[config.mk]
export PLATFORM = sky130hd
export DESIGN_NAME = word_frame_tx_module_flat
export DESIGN_NICKNAME = d
export VERILOG_FILES = /design/src/rtl/word_frame_tx_module_pkg.sv /design/src/rtl/word_frame_tx_module_if.sv /design/src/rtl/word_frame_tx_module.sv /design/src/flat_wrapper.sv
export SDC_FILE = /design/constraint.sdc
export NUM_CORES = 1
export LEC_CHECK = 0
export ABC_AREA = 1
export CAP_MARGIN = 0
export CORE_MARGIN = 2
export CORE_UTILIZATION = 58
export DETAILED_ROUTE_END_ITERATION = 8
export GPL_TIMING_DRIVEN = 0
export HOLD_SLACK_MARGIN = 0.1
export PLACE_DENSITY = 0.88
export SLEW_MARGIN = 20
export SYNTH_ARGS = -nofsm -noshare
export SYNTH_HDL_FRONTEND = slang
export SYNTH_SLANG_ARGS = --single-unit
[constraint.sdc]
create_clock -name CLK -period 6.1 [get_ports CLK]
set_input_delay 1.22 -clock CLK [delete_from_list [all_inputs] [get_ports CLK]]
set_output_delay 1.22 -clock CLK [all_outputs]
set_load 0.01 [all_outputs]
[src/rtl/word_frame_tx_module_pkg.sv]
// Shared definitions for the word framer: defaults, frame length and FSM encoding.
// Frame on the wire is HEADER, data bytes MSB first, then an 8-bit additive checksum.
package word_frame_tx_module_pkg;

    localparam int         WORD_BYTES_DEF  = 3;
    localparam logic [7:0] HEADER_BYTE_DEF = 8'hA5;

    typedef enum logic [1:0] {
        IDLE  = 2'd0,
        WRITE = 2'd1,
        GAP   = 2'd2,
        DONE  = 2'd3
    } tx_state_e;

    // Header + data bytes + checksum.
    function automatic int frame_len(input int word_bytes);
        return word_bytes + 2;
    endfunction

endpackage

[src/rtl/word_frame_tx_module_if.sv]
// Request side (word in, send request) and TX FIFO write side of the word framer.
// The framer is the slave; the block feeding it words and watching the FIFO is the master.
interface word_frame_tx_module_if #(
    parameter int WORD_BYTES = 3
);
    logic                    Send_Req_Sig;
    logic [8*WORD_BYTES-1:0] Word_In;
    logic                    Full_Sig;
    logic                    Write_Req_Sig;
    logic [7:0]              FIFO_Write_Data;
    logic                    Busy_Sig;
    logic                    Done_Sig;
    logic                    Drop_Sig;

    modport master (
        output Send_Req_Sig, Word_In, Full_Sig,
        input  Write_Req_Sig, FIFO_Write_Data, Busy_Sig, Done_Sig, Drop_Sig
    );

    modport slave (
        input  Send_Req_Sig, Word_In, Full_Sig,
        output Write_Req_Sig, FIFO_Write_Data, Busy_Sig, Done_Sig, Drop_Sig
    );
endinterface

[src/rtl/word_frame_tx_module.sv]
// Packs a captured word into [HEADER, MSB..LSB, CHECKSUM] and writes it to the TX FIFO,
// one byte every other cycle so Full_Sig has a cycle to reflect each write.
module word_frame_tx_module
    import word_frame_tx_module_pkg::*;
#(
    parameter int         WORD_BYTES  = WORD_BYTES_DEF,
    parameter logic [7:0] HEADER_BYTE = HEADER_BYTE_DEF
) (
    input  logic                        CLK,
    input  logic                        RST,
    word_frame_tx_module_if.slave       bus
);

    localparam int          FRAME_LEN = frame_len(WORD_BYTES);
    localparam int          IW        = $clog2(FRAME_LEN);
    localparam logic [IW-1:0] LAST_IDX = IW'(FRAME_LEN - 1);

    tx_state_e               state_q, state_n;
    logic [IW-1:0]           idx_q, idx_n;
    logic [8*WORD_BYTES-1:0] shadow_q, shadow_n;
    logic [7:0]              csum_q, csum_n;
    logic [7:0]              data_q, data_n;
    logic                    wr_q, wr_n;
    logic                    done_q, done_n;
    logic                    drop_q, drop_n;
    logic                    busy_q, busy_n;
    logic [7:0]              sum_in;
    logic [7:0]              byte_cur;

    always_comb begin
        sum_in = '0;
        for (int i = 0; i < WORD_BYTES; i++)
            sum_in = sum_in + bus.Word_In[8*i +: 8];
    end

    // Index 0 is the header, 1..WORD_BYTES walk the shadow word MSB first, last is checksum.
    always_comb begin
        byte_cur = csum_q;
        if (idx_q == '0)
            byte_cur = HEADER_BYTE;
        else
            for (int i = 1; i <= WORD_BYTES; i++)
                if (idx_q == IW'(i))
                    byte_cur = shadow_q[8*(WORD_BYTES-i) +: 8];
    end

    always_comb begin
        state_n  = state_q;
        idx_n    = idx_q;
        shadow_n = shadow_q;
        csum_n   = csum_q;
        data_n   = data_q;
        wr_n     = 1'b0;
        done_n   = 1'b0;
        drop_n   = bus.Send_Req_Sig && (state_q != IDLE);
        unique case (state_q)
            IDLE: if (bus.Send_Req_Sig) begin
                shadow_n = bus.Word_In;
                csum_n   = sum_in;
                idx_n    = '0;
                state_n  = WRITE;
            end
            WRITE: if (!bus.Full_Sig) begin
                wr_n    = 1'b1;
                data_n  = byte_cur;
                state_n = GAP;
            end
            GAP: if (idx_q == LAST_IDX) begin
                done_n  = 1'b1;
                state_n = DONE;
            end else begin
                idx_n   = idx_q + 1'b1;
                state_n = WRITE;
            end
            DONE: state_n = IDLE;
            default: state_n = IDLE;
        endcase
        busy_n = (state_n != IDLE);
    end

    always_ff @(posedge CLK) begin
        if (RST) begin
            state_q  <= IDLE;
            idx_q    <= '0;
            shadow_q <= '0;
            csum_q   <= '0;
            data_q   <= '0;
            wr_q     <= 1'b0;
            done_q   <= 1'b0;
            drop_q   <= 1'b0;
            busy_q   <= 1'b0;
        end else begin
            state_q  <= state_n;
            idx_q    <= idx_n;
            shadow_q <= shadow_n;
            csum_q   <= csum_n;
            data_q   <= data_n;
            wr_q     <= wr_n;
            done_q   <= done_n;
            drop_q   <= drop_n;
            busy_q   <= busy_n;
        end
    end

    assign bus.Write_Req_Sig   = wr_q;
    assign bus.FIFO_Write_Data = data_q;
    assign bus.Busy_Sig        = busy_q;
    assign bus.Done_Sig        = done_q;
    assign bus.Drop_Sig        = drop_q;

endmodule
[src/flat_wrapper.sv]
// flat-port wrapper written by rule: the top's interface ports become plain ports
module word_frame_tx_module_flat import word_frame_tx_module_pkg::*;
#(
    parameter int         WORD_BYTES  = WORD_BYTES_DEF,
    parameter logic [7:0] HEADER_BYTE = HEADER_BYTE_DEF
)
  (CLK, RST, bus_Send_Req_Sig, bus_Word_In, bus_Full_Sig, bus_Write_Req_Sig, bus_FIFO_Write_Data, bus_Busy_Sig, bus_Done_Sig, bus_Drop_Sig);
  word_frame_tx_module_if #(.WORD_BYTES(WORD_BYTES)) bus_i ();
  input  logic CLK;
  input  logic RST;
  input wire logic [$bits(bus_i.Send_Req_Sig)-1:0] bus_Send_Req_Sig;
  input wire logic [$bits(bus_i.Word_In)-1:0] bus_Word_In;
  input wire logic [$bits(bus_i.Full_Sig)-1:0] bus_Full_Sig;
  output wire logic [$bits(bus_i.Write_Req_Sig)-1:0] bus_Write_Req_Sig;
  output wire logic [$bits(bus_i.FIFO_Write_Data)-1:0] bus_FIFO_Write_Data;
  output wire logic [$bits(bus_i.Busy_Sig)-1:0] bus_Busy_Sig;
  output wire logic [$bits(bus_i.Done_Sig)-1:0] bus_Done_Sig;
  output wire logic [$bits(bus_i.Drop_Sig)-1:0] bus_Drop_Sig;
  assign bus_i.Send_Req_Sig = bus_Send_Req_Sig;
  assign bus_i.Word_In = bus_Word_In;
  assign bus_i.Full_Sig = bus_Full_Sig;
  assign bus_Write_Req_Sig = bus_i.Write_Req_Sig;
  assign bus_FIFO_Write_Data = bus_i.FIFO_Write_Data;
  assign bus_Busy_Sig = bus_i.Busy_Sig;
  assign bus_Done_Sig = bus_i.Done_Sig;
  assign bus_Drop_Sig = bus_i.Drop_Sig;
  word_frame_tx_module #(.WORD_BYTES(WORD_BYTES), .HEADER_BYTE(HEADER_BYTE)) u_core (.CLK(CLK), .RST(RST), .bus(bus_i));
endmodule
# ---- Yosys cells after proc, flatten, opt, wreduce, memory -nomap -nowiden
# Cells that the tools add are included.
dict set report op_classes {
  add_sub_neg 3
  eq_ne 9
  muxes 13
  bitwise 3
  n_reduce_logical 11
}
# op count
set ops {}
lappend ops {{$mux 8} 4}
lappend ops {{$add 8x8->8} 2}
lappend ops {{$pmux 2 s4} 1}
lappend ops {{$eq 3x2->1 const B} 2}
lappend ops {{$mux 2} 3}
lappend ops {{$mux 3} 2}
lappend ops {{$pmux 3 s2} 1}
lappend ops {{$reduce_bool 2->1} 3}
lappend ops {{$eq 2x2->1 const B} 2}
lappend ops {{$ne 2x2->1 const B} 2}
lappend ops {{$reduce_and 2->1} 2}
lappend ops {{$reduce_or 2->1} 2}
lappend ops {{$add 3x1->3 const B} 1}
lappend ops {{$eq 3x1->1 const B} 1}
lappend ops {{$eq 3x3->1 const B} 1}
lappend ops {{$logic_not 3->1} 1}
lappend ops {{$not 1->1} 3}
lappend ops {{$reduce_and 3->1} 1}
lappend ops {{$eq 2x1->1 const B} 1}
lappend ops {{$logic_not 2->1} 1}
lappend ops {{$mux 1} 2}
lappend ops {{$logic_and 1x1->1} 1}
dict set report totals {
  register_bits 49
  input_bits 28
  out_inout_bits 12
  word_cells 48
}

# ---- Longest topological paths before layout
dict set report depth {
  ltp_word 5
  ltp_mapped 13
  depth_no_buf 13
}

# ---- Worst setup path after synthesis
# OpenSTA, ideal clock, no wires.
dict set report synth_timing {
  path_type {input to register}
  from {input bus_Word_In[1]}
  to {register u_core.csum_q[7]}
  setup_ps 109
  t_arrival_ps 2807
  required_ps 5991
  setup_slack_ps 3184
  cell_stages 10
  path_buffers 0
  path_cell_list {fa_1 > ha_1 > inv_1 > fa_1 > nor3_1 > nor2_1 > nand2_1 > nand3_1 > nand2_1 > inv_1}
}
dict set report synth_via {
  elab_chain_cells 2
}
# item line
set synth_lines {}
lappend synth_lines {{from (decl)} flat_wrapper.sv:12} ;# input wire logic [$bits(bus_i.Word_In)-1:0] bus_Word_In;
lappend synth_lines {{$add 8x8->8 (2 in series)} word_frame_tx_module.sv:33} ;# sum_in = sum_in + bus.Word_In[8*i +: 8];
lappend synth_lines {{to (signal assigned)} word_frame_tx_module.sv:96} ;# csum_q <= csum_n;
lappend synth_lines {{to (decl)} word_frame_tx_module.sv:21} ;# logic [7:0] csum_q, csum_n;
# No other way between the ends.
# A chain may end at the register's enable or synchronous reset.

# ---- Final worst setup path
dict set report layout_timing {
  from {input bus_Word_In[0]}
  to {register u_core.csum_q[7]}
}
# The elaborated chain is that of the path after synthesis.

==> reports/metrics.yaml <==
syn_inst: 349
std_cell_rows: 24
main_synth_ff_type: "dfxtp_1"
yosysTopAreaCell: "dfxtp_1"
core_region_area_um2: 4320
synth_nets: 396
remaining_drc_errors: 0
setup_tns_ns: 0
power_density_nw_per_um2: 234
detailed_place_hpwl_mm: 4.64
clock_tree.root_cell: "clkbuf_8"
io_pins: 40
htree_levels: 2
grt_pass1_wl_mm: 10.3
cts_setup_buffers: 0
grt_antenna_before_repair: 0
seq_area_frac_synth_pct: 37.7
grt.total_usage_pct: 25.8
ys_warn_count: 0
worst_reg_to_reg_cells: 7
synth_fa_ha_area_share_pct: 11.5
place.gp.congestion: 0.834
maxClockFrequency_mhz: 310
finClkSkew_ns: 0.00608
first_global_vias: 2341
layout.filler_cells: 378
hold_violations: 0
worst_r2r_startpoint: "u_core.idx_q[0]"
synthToLayoutAreaGrowth_pct: 20.5
drive_gt1_share_pct: 10.1
synth_most_common_cell: "nand2_1"
tightest_slew_ns: 0.428
multi_input_logic_area_um2: 1330
netlist.area_leader.share_pct: 37.7
drtPass1Iterations: 4
drt-vias-per-instance: 5.29
design.final.nets: 441
sequential_cell_area_um2: 981
insertedDiodeCount: 0
grt_start_max_net_pins: 16
overflow: 0
startpoint: "bus_Word_In[0]"
timing.max_slew.rel_slack_pct: 71.4
timing.final.setup_violations: 0
ys_types: 29
synth-seq-cells: 49
hold_buffers: 0
fp.dieArea_um2: 5030
final.min_clock_period_ns: 3.23
critical_path_required_ns: 6.31
synth_top_family_by_area: "simple AND/OR/NAND/NOR gates"
synth_top_area_cells: "dfxtp_1 (38%), nand2_1 (9.5%), a21oi_1 (7.1%)"
die_width_um: 71.0
detail_route.iter0.violations: 192
start_kind: "primary input"
post_synthesis_instance_area_um2: 2600
rsz0062_at_grt: "no"
synth_enable_flop_cells: 0
data_arrival_time_at_the_worst_slack_endpoint_ns: 3.44
area_fraction_in_compound_gates_after_synthesis_pct: 18.3
detailedPlace.worstSlack_ns: 2.55
critPathKind: "in -> reg"
numCtsBuffers: 5
timing.max_cap.violations: 0
post-route-period-util_pct: 52.9
share_of_the_synthesized_netlist_area_taken_by_xor_and_xnor_gates_pct: 1.01
layout.core_utilization_pct: 72.4
clk_path_buf_depth: 2
max-vdd-ir-drop_v: 0.000145
status: "finished, final reports clean"
post-place-cells: 439
timing.critical_path.to: "u_core.csum_q[7]"
vias: 2364
synth_simple_gate_area_share_pct: 20.5
cts_tree: "done"
wl_per_cell_um: 13.7
r2r_end: "u_core.bus.FIFO_Write_Data[7]"
leakagePower_uw: 0.00145
cts.sink_count: 49
layoutNonFillerInstCount: 447
synthMuxAreaShare_pct: 0
slew_viol_final: 0
post_cts_resize_count: 0
r2r_slack_ns: 4.56
ant_nets: 0
detail_route.wirelength_mm: 6.14
setup_slack_ns: 2.87
die_height_um: 71.0
hold_path_class: "reg -> reg"
clk-insertion-delay-late_ns: 0.30
clkTransAtPathRegs_ns: 0.09
floorplan.initialDensity_pct: 60.1
critical_path.max_fanout: 3
place.port_buffers: 38
synthesis.area_per_instance_um2: 7.45
asyncSetResetFlopFracSynth_pct: 0
synth.top_cells.by_count: "nand2_1 (66), dfxtp_1 (49), inv_1 (47)"
critPathCaptureType: "register"
cell type report:
class,instances,share of cell area [%]
multi-input combinational,235,42.6
inverter,52,6.31
clock inverter,3,0.559
buffer,13,2.80
timing repair buffer,38,12.1
clock buffer,5,2.20
sequential,49,31.3
tap,52,2.08
critical path, stage by stage:
cell and delay, ns:
clkdlybuf4s50_1 0.46, inv_1 0.06, fa_1 0.41, inv_1 0.09
ha_1 0.21, inv_1 0.07, fa_1 0.42, nor3_1 0.21
nor2_1 0.07, nand2_1 0.06, nand3_1 0.07, nand2_1 0.06
inv_1 0.03
power by group:
part	internal (µW)	switching, µW	leakage (µW)
clock	79.3	110	0.0000439
combinational	79.5	108	0.000998
sequential	346	11.4	0.000404
total	504	229	0.00145
per-layer routing:
metal / vias up / part of all wire [%] / routed length (µm) / GRT usage (%)
li1: 1203 / - / - / -
met1: 1080 / 42 / 2610 / 31.4
met2: 69 / 49 / 3030 / 44.7
met3: 12 / 6.3 / 389 / 5.41
met4: 0 / 1.9 / 116 / 10.3
met5: - / 0 / 0 / 0
cells in the final DEF, fill, tap and decap left out, drive strengths merged:
master,n
xor2,3
nor2,33
clkbuf,7
clkdlybuf4s50,38
clkinvlp,1
nor3,2
inv,52
clkinv,2
ha,11
o22ai,1
a21oi,43
o211ai,1
o21bai,3
a31oi,1
dfxtp,49
nand3,18
fa,8
buf,11
o21ai,39
nand4,1
nand2,71
kinds of logic after synthesis:
kind of cell / count (synthesis)
simple gates: 125
compound gates: 88
buf+inv: 65
flops: 49
fa+ha+maj: 19
xor+xnor: 3
flip-flops by register name, indices dropped and copies added (netlist names):
| name | count |
|---|---|
| u_core.csum_q | 8 |
| u_core.shadow_q | 24 |
| u_core.bus.Drop_Sig | 1 |
| u_core.bus.Done_Sig | 1 |
| u_core.bus.Write_Req_Sig | 1 |
| u_core.idx_q | 3 |
| u_core.bus.Busy_Sig | 1 |
| u_core.bus.FIFO_Write_Data | 8 |
| u_core.state_q | 2 |
worst min-delay path by stage:
stage                                   start                  end  cells past startpoint
final                     u_core.shadow_q[23]  u_core.shadow_q[23]                      2
after floorplan           u_core.shadow_q[21]  u_core.shadow_q[21]                      2
after CTS                 u_core.shadow_q[23]  u_core.shadow_q[23]                      2
after global routing      u_core.shadow_q[19]  u_core.shadow_q[19]                      2
after global placement    u_core.shadow_q[21]  u_core.shadow_q[21]                      2
after detailed placement  u_core.shadow_q[23]  u_core.shadow_q[23]                      2
per-stage QoR:
stage	hold slack [ns]	area [µm²]	total power, µW
5_1_grt	0.465	3130	772
3_5_place_dp	0.441	3050	549
2_1_floorplan	0.424	2600	485
4_1_cts	0.453	3130	733
6_report	0.456	3130	734
3_3_place_gp	0.433	3050	542
Note: power is estimated with default switching activity, not from simulation.
